### src/rtl/ibex_id_issue_ctrl_if.sv
// LSU handshake bundle between the ID-stage issue controller and the LSU.
//   req  : issue controller requests a data access
//   we   : access is a store (valid with req)
//   gnt  : LSU accepts req this cycle
//   resp : load data or store ack returned, one-cycle pulse
//   err  : bus error, qualified by resp
// master = issue controller side, slave = LSU side.
interface ibex_id_issue_ctrl_if;
  logic req;
  logic we;
  logic gnt;
  logic resp;
  logic err;

  modport master (output req, output we, input gnt, input resp, input err);
  modport slave  (input req, input we, output gnt, output resp, output err);
endinterface

### src/rtl/ibex_id_issue_ctrl.sv
// ID-stage issue/sequencing controller.
// Fires ALU, mult/div and LSU work for the instruction in ID, holds the
// instruction for multi-cycle mult/div and until a store is acknowledged,
// tracks one outstanding load and stalls load-use hazards on it.
// Ports:
//   clk_i, rst_i            clock, synchronous active-high reset
//   instr_valid_i           instruction present in ID
//   dec_*                   decoder control and register addresses
//   lsu                     LSU handshake (req/we out, gnt/resp/err in)
//   instr_first_cycle_o     high while in DECODE (registered)
//   instr_ready_o           instruction consumed this cycle
//   illegal_o               illegal instruction consumed
//   multdiv_start_o         start pulse for the mult/div unit
//   rf_we_o                 ALU / mult-div result write enable
//   lsu_rf_we_o/_waddr_o    load data write-back
//   lsu_err_o               erroneous LSU response
//   stall_o                 valid instruction held this cycle
module ibex_id_issue_ctrl #(
  parameter int unsigned MulCycles = 3,
  parameter int unsigned DivCycles = 37
) (
  input  logic                        clk_i,
  input  logic                        rst_i,
  input  logic                        instr_valid_i,
  input  logic                        dec_illegal_i,
  input  logic                        dec_mult_en_i,
  input  logic                        dec_div_en_i,
  input  logic                        dec_data_req_i,
  input  logic                        dec_data_we_i,
  input  logic                        dec_rf_we_i,
  input  logic [4:0]                  dec_rf_waddr_i,
  input  logic [4:0]                  dec_rf_raddr_a_i,
  input  logic [4:0]                  dec_rf_raddr_b_i,
  input  logic                        dec_rf_ren_a_i,
  input  logic                        dec_rf_ren_b_i,
  ibex_id_issue_ctrl_if.master        lsu,
  output logic                        instr_first_cycle_o,
  output logic                        instr_ready_o,
  output logic                        illegal_o,
  output logic                        multdiv_start_o,
  output logic                        rf_we_o,
  output logic                        lsu_rf_we_o,
  output logic [4:0]                  lsu_rf_waddr_o,
  output logic                        lsu_err_o,
  output logic                        stall_o
);

  localparam int unsigned MaxCycles = (MulCycles > DivCycles) ? MulCycles : DivCycles;
  localparam int unsigned CntW      = (MaxCycles > 1) ? $clog2(MaxCycles) : 1;
  localparam logic [CntW-1:0] MulLoad = CntW'(MulCycles - 1);
  localparam logic [CntW-1:0] DivLoad = CntW'(DivCycles - 1);

  localparam logic [1:0] StDecode    = 2'd0;
  localparam logic [1:0] StMuldiv    = 2'd1;
  localparam logic [1:0] StStoreWait = 2'd2;

  logic [1:0]      state_q, state_d;
  logic [CntW-1:0] cnt_q, cnt_d;
  logic            load_pend_q, load_pend_d;
  logic [4:0]      pend_rd_q, pend_rd_d;
  logic            first_q;
  logic            haz;
  logic            lsu_req, lsu_we;

  assign lsu.req             = lsu_req;
  assign lsu.we              = lsu_we;
  assign instr_first_cycle_o = first_q;

  // A returning response clears the hazard in the same cycle, so the
  // dependent instruction issues alongside the write-back.
  assign haz = load_pend_q & ~lsu.resp &
               (dec_data_req_i |
                (dec_rf_ren_a_i & (dec_rf_raddr_a_i == pend_rd_q)) |
                (dec_rf_ren_b_i & (dec_rf_raddr_b_i == pend_rd_q)) |
                (dec_rf_we_i    & (dec_rf_waddr_i   == pend_rd_q)));

  always_comb begin
    state_d         = state_q;
    cnt_d           = cnt_q;
    load_pend_d     = load_pend_q;
    pend_rd_d       = pend_rd_q;
    instr_ready_o   = 1'b0;
    illegal_o       = 1'b0;
    multdiv_start_o = 1'b0;
    rf_we_o         = 1'b0;
    lsu_req         = 1'b0;
    lsu_we          = 1'b0;
    lsu_rf_we_o     = 1'b0;
    lsu_rf_waddr_o  = '0;
    lsu_err_o       = 1'b0;
    stall_o         = 1'b0;

    // Load completion is independent of the state; a grant later in this
    // block may overwrite the scoreboard with a new load.
    if (lsu.resp && load_pend_q) begin
      load_pend_d = 1'b0;
      if (lsu.err) begin
        lsu_err_o = 1'b1;
      end else begin
        lsu_rf_we_o    = 1'b1;
        lsu_rf_waddr_o = pend_rd_q;
      end
    end

    case (state_q)
      StDecode: begin
        if (instr_valid_i && !haz) begin
          if (dec_illegal_i) begin
            illegal_o     = 1'b1;
            instr_ready_o = 1'b1;
          end else if (dec_mult_en_i || dec_div_en_i) begin
            multdiv_start_o = 1'b1;
            cnt_d           = dec_mult_en_i ? MulLoad : DivLoad;
            state_d         = StMuldiv;
          end else if (dec_data_req_i) begin
            lsu_req = 1'b1;
            lsu_we  = dec_data_we_i;
            if (lsu.gnt) begin
              if (dec_data_we_i) begin
                state_d = StStoreWait;
              end else begin
                instr_ready_o = 1'b1;
                if (dec_rf_waddr_i != 5'd0) begin
                  load_pend_d = 1'b1;
                  pend_rd_d   = dec_rf_waddr_i;
                end
              end
            end
          end else begin
            instr_ready_o = 1'b1;
            rf_we_o       = dec_rf_we_i;
          end
        end
      end
      StMuldiv: begin
        if (cnt_q == '0) begin
          instr_ready_o = 1'b1;
          rf_we_o       = dec_rf_we_i;
          state_d       = StDecode;
        end else begin
          cnt_d = cnt_q - CntW'(1);
        end
      end
      StStoreWait: begin
        if (lsu.resp) begin
          instr_ready_o = 1'b1;
          lsu_err_o     = lsu.err;
          state_d       = StDecode;
        end
      end
      default: state_d = StDecode;
    endcase

    stall_o = ((state_q != StDecode) || instr_valid_i) && !instr_ready_o;

    // An operation caught by reset is aborted: suppress every strobe,
    // including a retire that would otherwise coincide with the reset.
    if (rst_i) begin
      instr_ready_o   = 1'b0;
      illegal_o       = 1'b0;
      multdiv_start_o = 1'b0;
      rf_we_o         = 1'b0;
      lsu_req         = 1'b0;
      lsu_we          = 1'b0;
      lsu_rf_we_o     = 1'b0;
      lsu_rf_waddr_o  = '0;
      lsu_err_o       = 1'b0;
      stall_o         = 1'b0;
    end
  end

  always_ff @(posedge clk_i) begin
    if (rst_i) begin
      state_q     <= StDecode;
      cnt_q       <= '0;
      load_pend_q <= 1'b0;
      pend_rd_q   <= '0;
      first_q     <= 1'b1;
    end else begin
      state_q     <= state_d;
      cnt_q       <= cnt_d;
      load_pend_q <= load_pend_d;
      pend_rd_q   <= pend_rd_d;
      first_q     <= (state_d == StDecode);
    end
  end

endmodule

### src/flat_wrapper.sv
// flat-port wrapper written by rule: the top's interface ports become plain ports
module ibex_id_issue_ctrl_flat 
#(
  parameter int unsigned MulCycles = 3,
  parameter int unsigned DivCycles = 37
)
  (clk_i, rst_i, instr_valid_i, dec_illegal_i, dec_mult_en_i, dec_div_en_i, dec_data_req_i, dec_data_we_i, dec_rf_we_i, dec_rf_waddr_i, dec_rf_raddr_a_i, dec_rf_raddr_b_i, dec_rf_ren_a_i, dec_rf_ren_b_i, instr_first_cycle_o, instr_ready_o, illegal_o, multdiv_start_o, rf_we_o, lsu_rf_we_o, lsu_rf_waddr_o, lsu_err_o, stall_o, lsu_req, lsu_we, lsu_gnt, lsu_resp, lsu_err);
  ibex_id_issue_ctrl_if lsu_i ();
  input  logic clk_i;
  input  logic rst_i;
  input  logic instr_valid_i;
  input  logic dec_illegal_i;
  input  logic dec_mult_en_i;
  input  logic dec_div_en_i;
  input  logic dec_data_req_i;
  input  logic dec_data_we_i;
  input  logic dec_rf_we_i;
  input  logic [4:0] dec_rf_waddr_i;
  input  logic [4:0] dec_rf_raddr_a_i;
  input  logic [4:0] dec_rf_raddr_b_i;
  input  logic dec_rf_ren_a_i;
  input  logic dec_rf_ren_b_i;
  output logic instr_first_cycle_o;
  output logic instr_ready_o;
  output logic illegal_o;
  output logic multdiv_start_o;
  output logic rf_we_o;
  output logic lsu_rf_we_o;
  output logic [4:0] lsu_rf_waddr_o;
  output logic lsu_err_o;
  output logic stall_o;
  output wire logic [$bits(lsu_i.req)-1:0] lsu_req;
  output wire logic [$bits(lsu_i.we)-1:0] lsu_we;
  input wire logic [$bits(lsu_i.gnt)-1:0] lsu_gnt;
  input wire logic [$bits(lsu_i.resp)-1:0] lsu_resp;
  input wire logic [$bits(lsu_i.err)-1:0] lsu_err;
  assign lsu_req = lsu_i.req;
  assign lsu_we = lsu_i.we;
  assign lsu_i.gnt = lsu_gnt;
  assign lsu_i.resp = lsu_resp;
  assign lsu_i.err = lsu_err;
  ibex_id_issue_ctrl #(.MulCycles(MulCycles), .DivCycles(DivCycles)) u_core (.clk_i(clk_i), .rst_i(rst_i), .instr_valid_i(instr_valid_i), .dec_illegal_i(dec_illegal_i), .dec_mult_en_i(dec_mult_en_i), .dec_div_en_i(dec_div_en_i), .dec_data_req_i(dec_data_req_i), .dec_data_we_i(dec_data_we_i), .dec_rf_we_i(dec_rf_we_i), .dec_rf_waddr_i(dec_rf_waddr_i), .dec_rf_raddr_a_i(dec_rf_raddr_a_i), .dec_rf_raddr_b_i(dec_rf_raddr_b_i), .dec_rf_ren_a_i(dec_rf_ren_a_i), .dec_rf_ren_b_i(dec_rf_ren_b_i), .lsu(lsu_i), .instr_first_cycle_o(instr_first_cycle_o), .instr_ready_o(instr_ready_o), .illegal_o(illegal_o), .multdiv_start_o(multdiv_start_o), .rf_we_o(rf_we_o), .lsu_rf_we_o(lsu_rf_we_o), .lsu_rf_waddr_o(lsu_rf_waddr_o), .lsu_err_o(lsu_err_o), .stall_o(stall_o));
endmodule
### config.mk
export PLATFORM = sky130hd
export DESIGN_NAME = ibex_id_issue_ctrl_flat
export DESIGN_NICKNAME = d
export VERILOG_FILES = /design/src/rtl/ibex_id_issue_ctrl_if.sv /design/src/rtl/ibex_id_issue_ctrl.sv /design/src/flat_wrapper.sv
export SDC_FILE = /design/constraint.sdc
export NUM_CORES = 1
export LEC_CHECK = 0
export ABC_CLOCK_PERIOD_IN_PS = 2800
export CORE_MARGIN = 1
export CORE_UTILIZATION = 44
export DETAILED_ROUTE_END_ITERATION = 10
export PLACE_DENSITY_LB_ADDON = 0.25
export REMOVE_ABC_BUFFERS = 1
export SKIP_LAST_GASP = 1
export SLEW_MARGIN = 20
export SYNTH_ARGS = -nofsm -noshare
export SYNTH_HDL_FRONTEND = slang
export SYNTH_SLANG_ARGS = --single-unit
### constraint.sdc
create_clock -name clk_i -period 2.8 [get_ports clk_i]
set_clock_uncertainty 0.05 [all_clocks]
set_input_delay 0.56 -clock clk_i [delete_from_list [all_inputs] [get_ports clk_i]]
set_output_delay 0.56 -clock clk_i [all_outputs]
set_load 0.005 [all_outputs]
==> flow_summary.toml, run 1 <==
[layout]
final_common_cell = "buf_4"
layout-area-overhead-vs-synth_pct = 69.2
drive_gt1_frac = 0.330
layout_common_cells = "buf_4, clkdlybuf4s50_1, dfxtp_1"
final_nets = 264
regArea_um2 = 303
n_antenna_cell = 0
fillCellCount = 160
multi_input_area_um2 = 960
final_cell_count_no_fill = 263

[logic_synthesis]
synthCells = 152
synthFlopType = "dfxtp_1"
synth_area_um2 = 1200
yosys.area.top_type = "dfxtp_1"
async_flop_share = 0
ys_types = 44
synth_area_leaders = "dfxtp_1, xor2_1, a21oi_1"
synth-seq-area-share = 0.249
yosysTopAreaCellShare = 0.249
avgSynthCellArea_um2 = 7.93
synth-edff-count = 0
yosys_warnings = 0
ys_ff_latch = 15

[sta]
fin_crit_sh = 0.991
fmax_mhz = 360
holdWs_ps = 423
finalSetupViolCount = 0
hold_violations = 0
finalCriticalPeriod_ps = 2780
tightest_slew_ps = 507
report.final.slew_viol_count = 0
relSlewSlack = 0.662

[critical_path]
worstSetupPathType = "in2reg"
crit_path_frequent_cell = "buf_4"
critPathRequiredTime_ps = 2960
critPathMaxFanout = 5
critPathTopFamily = "buffers and inverters"
max_stage_delay_ps = 340
critPathLaunchType = "input pin"
slowest_stage = "nor4_2"
cp_cell_sequence = "clkdlybuf4s15_1 > xor2_1 > nor4_2 > nand3_1 > buf_4 > buf_4 > buf_4 > buf_4 > buf_4 > buf_4 > buf_4 > a31oi_4 > o21ai_0 > a21oi_1"
cp.arrival_ps = 2940
end_kind = "flip-flop"
cp_num_buf_inv = 8

[floorplan]
io-pin-count = 44
dieArea_um2 = 2950
core_area_um2 = 2520
initial_core_util = 0.478
rows = 18
die_h_um = 54.3
die_w_um = 54.3

[route]
wl_per_cell_um = 17.4
drtIter0Drc = 55
vias = 1550
viasPerCell = 5.89
drc = 0
final_antenna_net_count = 0
drt_first_pass_iters = 4
detail_route.wirelength_um = 4590

[placement]
place.gp.congestion = 0.866
dpl.hpwl_um = 3080
dp_cells = 246
buffer_ports.inserted = 43

[grt]
antenna_found_initial = 0
grt_pass1_vias = 1481
grt_pass1_wl_um = 6410
grt_use_total = 0.305
grt_max_degree = 13
overflow = 0

[clock_tree]
cts_sinks = 15
clock_latency_ps = 290
clk_path_buf_depth = 2
htree_levels = 1
cts-root-buf = "clkbuf_4"
cts-hold-fix-buffers = 0
cts_tree = "yes"
cts_buffers = 3
clk_pin_slew_ps = 100

[power]
power_leakage_nw = 0.928
power_density_nw_per_um2 = 265
peakVddDrop_mv = 0.317

[min_path]
min_path_type = "reg2reg"

[job]
drv_cap = 0

[status]
status = "complete, no violations"
-- stage by stage --
stage / utilization / cell area (um^2) / setup slack, ps / TNS [ps] / total power, W
3_3_place_gp: 0.730 / 1840 / -513 / -3260 / 0.000394
2_1_floorplan: - / 1180 / 433 / 0 / 0.000297
3_5_place_dp: 0.730 / 1840 / -540 / -3760 / 0.000400
5_1_grt: 0.808 / 2040 / -108 / -1250 / 0.000557
4_1_cts: 0.770 / 1940 / 2.25 / 0 / 0.000525
6_report: 0.808 / 2040 / 24.5 / 0 / 0.000540
-- state kept, by name, indices dropped and copies added (netlist names) --
register / flops
u_core.state_q: 2
u_core.pend_rd_q: 5
u_core.instr_first_cycle_o: 1
u_core.load_pend_q: 1
u_core.cnt_q: 6
-- power breakdown --
| group | switching [W] | internal [W] |
|---|---|---|
| Combinational | 0.0000880 | 0.0000928 |
| Clock | 0.0000779 | 0.0000531 |
| Sequential | 0.00000901 | 0.000220 |
-- repair_timing --
item | CTS | global route
endpoints found under the setup margin | 12 | 22
pin swaps | 10 | 15
setup buffers | 9 | 4
gates resized for setup | 48 | 30
-- worst paths after layout --
| path | startpoint | endpoint | slack (ps) | depth (start not counted) |
|---|---|---|---|---|
| worst max-delay path | dec_rf_waddr_i[4] | u_core.pend_rd_q[1] | 20 | 14 |
| worst min-delay path | u_core.cnt_q[0] | u_core.cnt_q[0] | 420 | 1 |
| worst max register to register | u_core.pend_rd_q[0] | u_core.pend_rd_q[1] | 50 | 13 |
| worst min register to register | u_core.cnt_q[0] | u_core.cnt_q[0] | 420 | 1 |
-- synthesized netlist by cell type (2+ instances only) --
cell	n
dfxtp_1	15
xor2_1	12
a21oi_1	10
nand2_1	10
nor2_1	10
nand3_1	9
o21ai_0	9
nor3_1	6
and2_1	5
inv_1	5
nor4_1	5
a211oi_1	4
clkbuf_1	4
nor2b_1	4
or3_1	4
a31oi_1	3
xnor2_1	3
a31oi_4	2
nand2b_1	2
nor3b_1	2
nor4b_1	2
o21a_1	2
or2_2	2
or4_1	2
-- layout make-up --
cell class | count | area share
clock inverter | 1 | 0.00246
clock buffer | 3 | 0.0110
timing repair buffer | 82 | 0.339
sequential | 15 | 0.149
tap | 30 | 0.0184
inverter | 5 | 0.00921
multi-input combinational | 127 | 0.471
-- cells by family (layout without fill, tap and decap cells) --
| logic type | Yosys count | after routing | synth area share |
|---|---|---|---|
| xor+xnor | 15 | 15 | 0.109 |
| flops | 15 | 15 | 0.249 |
| compound gates | 42 | 42 | 0.271 |
| simple gates | 69 | 69 | 0.323 |
| buf+inv | 10 | 91 | 0.0374 |
| fa+ha+maj | 1 | 1 | 0.0104 |
-- layer usage --
| layer | part of all wire | vias to the layer above | routed length, um | global-route usage |
|---|---|---|---|---|
| met5 | 0 | - | 0 | 0 |
| met3 | 0.067 | 16 | 306 | 0.0528 |
| li1 | - | 730 | - | - |
| met4 | 0.029 | 0 | 134 | 0.115 |
| met2 | 0.52 | 81 | 2380 | 0.549 |
| met1 | 0.38 | 723 | 1760 | 0.355 |
No activity file was read; power rests on OpenSTA's default activity.
==> run 2: changes to the inputs <==
--- a/config.mk
+++ b/config.mk
@@ -8,8 +8,10 @@
 export ABC_CLOCK_PERIOD_IN_PS = 2800
 export CORE_MARGIN = 1
 export CORE_UTILIZATION = 44
+export CTS_CLUSTER_DIAMETER = 80
 export DETAILED_ROUTE_END_ITERATION = 10
 export PLACE_DENSITY_LB_ADDON = 0.25
+export RECOVER_POWER = 50
 export REMOVE_ABC_BUFFERS = 1
 export SKIP_LAST_GASP = 1
 export SLEW_MARGIN = 20
==> run 2 against run 1 <==
Against the previous run:
- total power is essentially flat
- sequential power is essentially flat
- sequential share of layout area is the same
- non-clock buffer count is the same
- utilization is the same
- cell area is the same
- critical path depth is the same
- register-to-register slack is essentially flat
- flip-flop and latch count is the same
- combinational power is essentially flat
- clock power is essentially flat
==> flow_summary.toml, run 2 (same netlist as run 1, synthesis figures left out) <==
[route]
drt_first_pass_iters = 4
final_antenna_net_count = 0
detail_route.wirelength_um = 4570
viasPerCell = 5.88
drc = 0
drtIter0Drc = 52
wl_per_cell_um = 17.4
vias = 1547

[grt]
grt_use_total = 0.305
grt_max_degree = 13
overflow = 0
antenna_found_initial = 0
grt_pass1_wl_um = 6410
grt_pass1_vias = 1481

[layout]
final_nets = 264
final_cell_area_um2 = 2040
n_antenna_cell = 0
layout_common_cells = "buf_4, clkdlybuf4s50_1, dfxtp_1"
drive_gt1_frac = 0.330
layout-area-overhead-vs-synth_pct = 69.2
reg.largest.list = "u_core.cnt_q: 6 flops, u_core.pend_rd_q: 5 flops, u_core.state_q: 2 flops"
top_register = "u_core.cnt_q"
largest_reg_flops = 6
final_common_cell = "buf_4"

[floorplan]
rows = 18
dieArea_um2 = 2950
core_area_um2 = 2520
io-pin-count = 44
die_w_um = 54.3
die_h_um = 54.3
initial_core_util = 0.478

[sta]
finalCriticalPeriod_ps = 2770
holdWs_ps = 423
fin_crit_sh = 0.990
tightest_slew_ps = 485
relSlewSlack = 0.676
fmax_mhz = 361
report.final.slew_viol_count = 0
finalSetupViolCount = 0
hold_violations = 0

[power]
power_leakage_nw = 0.925
peakVddDrop_mv = 0.318
power_density_nw_per_um2 = 265

[clock_tree]
clk_path_buf_depth = 2
clk_pin_slew_ps = 110
htree_levels = 1
cts-root-buf = "clkbuf_4"
clock_latency_ps = 290
cts_buffers = 3
cts_sinks = 15
cts_tree = "yes"

[placement]
dpl.hpwl_um = 3080
post_dp_cell_area_um2 = 1840
place.gp.congestion = 0.866
buffer_ports.inserted = 43

[critical_path]
critPathLaunchType = "input pin"
cp.arrival_ps = 2930
slowest_stage = "nor4_2"
crit_path_frequent_cell = "buf_4"
worstSetupPathType = "in2reg"
max_stage_delay_ps = 340
critPathMaxFanout = 5
r2r_slack_ps = 40
end_kind = "flip-flop"
cp_cell_sequence = "clkdlybuf4s15_1 > xor2_1 > nor4_2 > nand3_1 > buf_4 > buf_4 > buf_4 > buf_4 > buf_4 > buf_4 > buf_4 > a31oi_4 > o21ai_0 > a21oi_1"
critPathRequiredTime_ps = 2960

[status]
status = "complete, no violations"

[job]
drv_cap = 0

[min_path]
min_path_type = "reg2reg"
## run 2: layer usage
metal	global-route usage	wire, um	share of wire
met2	0.549	2370	0.52
met4	0.115	152	0.033
met1	0.355	1740	0.38
met5	0	0	0
met3	0.0528	300	0.066
## run 2: cell type report
class                      count  area, um^2
clock buffer                   3        22.5
clock inverter                 1        5.00
fill                         160         484
inverter                       5        18.8
multi-input combinational    127         960
sequential                    15         303
tap                           30        37.5
timing repair buffer          82         692
## run 2: metrics by stage
step / cells / setup TNS (ps) / setup slack, ps / total power, W / util
floorplan: 147 / 0 / 433 / 0.000297 / -
CTS: 259 / 0 / 2.25 / 0.000525 / 0.770
global placement: 246 / -3260 / -513 / 0.000394 / 0.730
global route: 263 / -1250 / -108 / 0.000557 / 0.808
finish: 263 / 0 / 26.8 / 0.000540 / 0.808
detailed placement: 246 / -3760 / -540 / 0.000400 / 0.730
## run 2: worst paths after layout
path,from,endpoint,cells after the start
worst min register to register,u_core.cnt_q[0],u_core.cnt_q[0],1
worst max register to register,u_core.pend_rd_q[0],u_core.pend_rd_q[1],13
worst min-delay path,u_core.cnt_q[0],u_core.cnt_q[0],1
worst max-delay path,dec_rf_waddr_i[4],u_core.pend_rd_q[1],14
## run 2: repair_timing
item,4_1_cts,5_1_grt
hold buffers,0,0
pin swaps,10,15
endpoints found under the setup margin,12,22
buffers inserted,9,4
gates resized for setup,48,30
## run 2: worst max-delay path: cells and delay by family
family          cells  cell delay (ps)
xor+xnor            1              160
compound gates      3              520
simple gates        2              540
buf+inv             8             1140
## run 2: where the power goes
group	internal [W]	switching, W	leakage, nW
Sequential	0.000220	0.00000881	0.122
Clock	0.0000531	0.0000784	0.0177
Combinational	0.0000924	0.0000881	0.785
==> run 3: changes to the inputs <==
--- a/config.mk
+++ b/config.mk
@@ -14,7 +14,6 @@
 export RECOVER_POWER = 50
 export REMOVE_ABC_BUFFERS = 1
 export SKIP_LAST_GASP = 1
-export SLEW_MARGIN = 20
 export SYNTH_ARGS = -nofsm -noshare
 export SYNTH_HDL_FRONTEND = slang
 export SYNTH_SLANG_ARGS = --single-unit
==> results of run 3 <==
No change in the layout: final DEF, timing and power equal those of run 2.
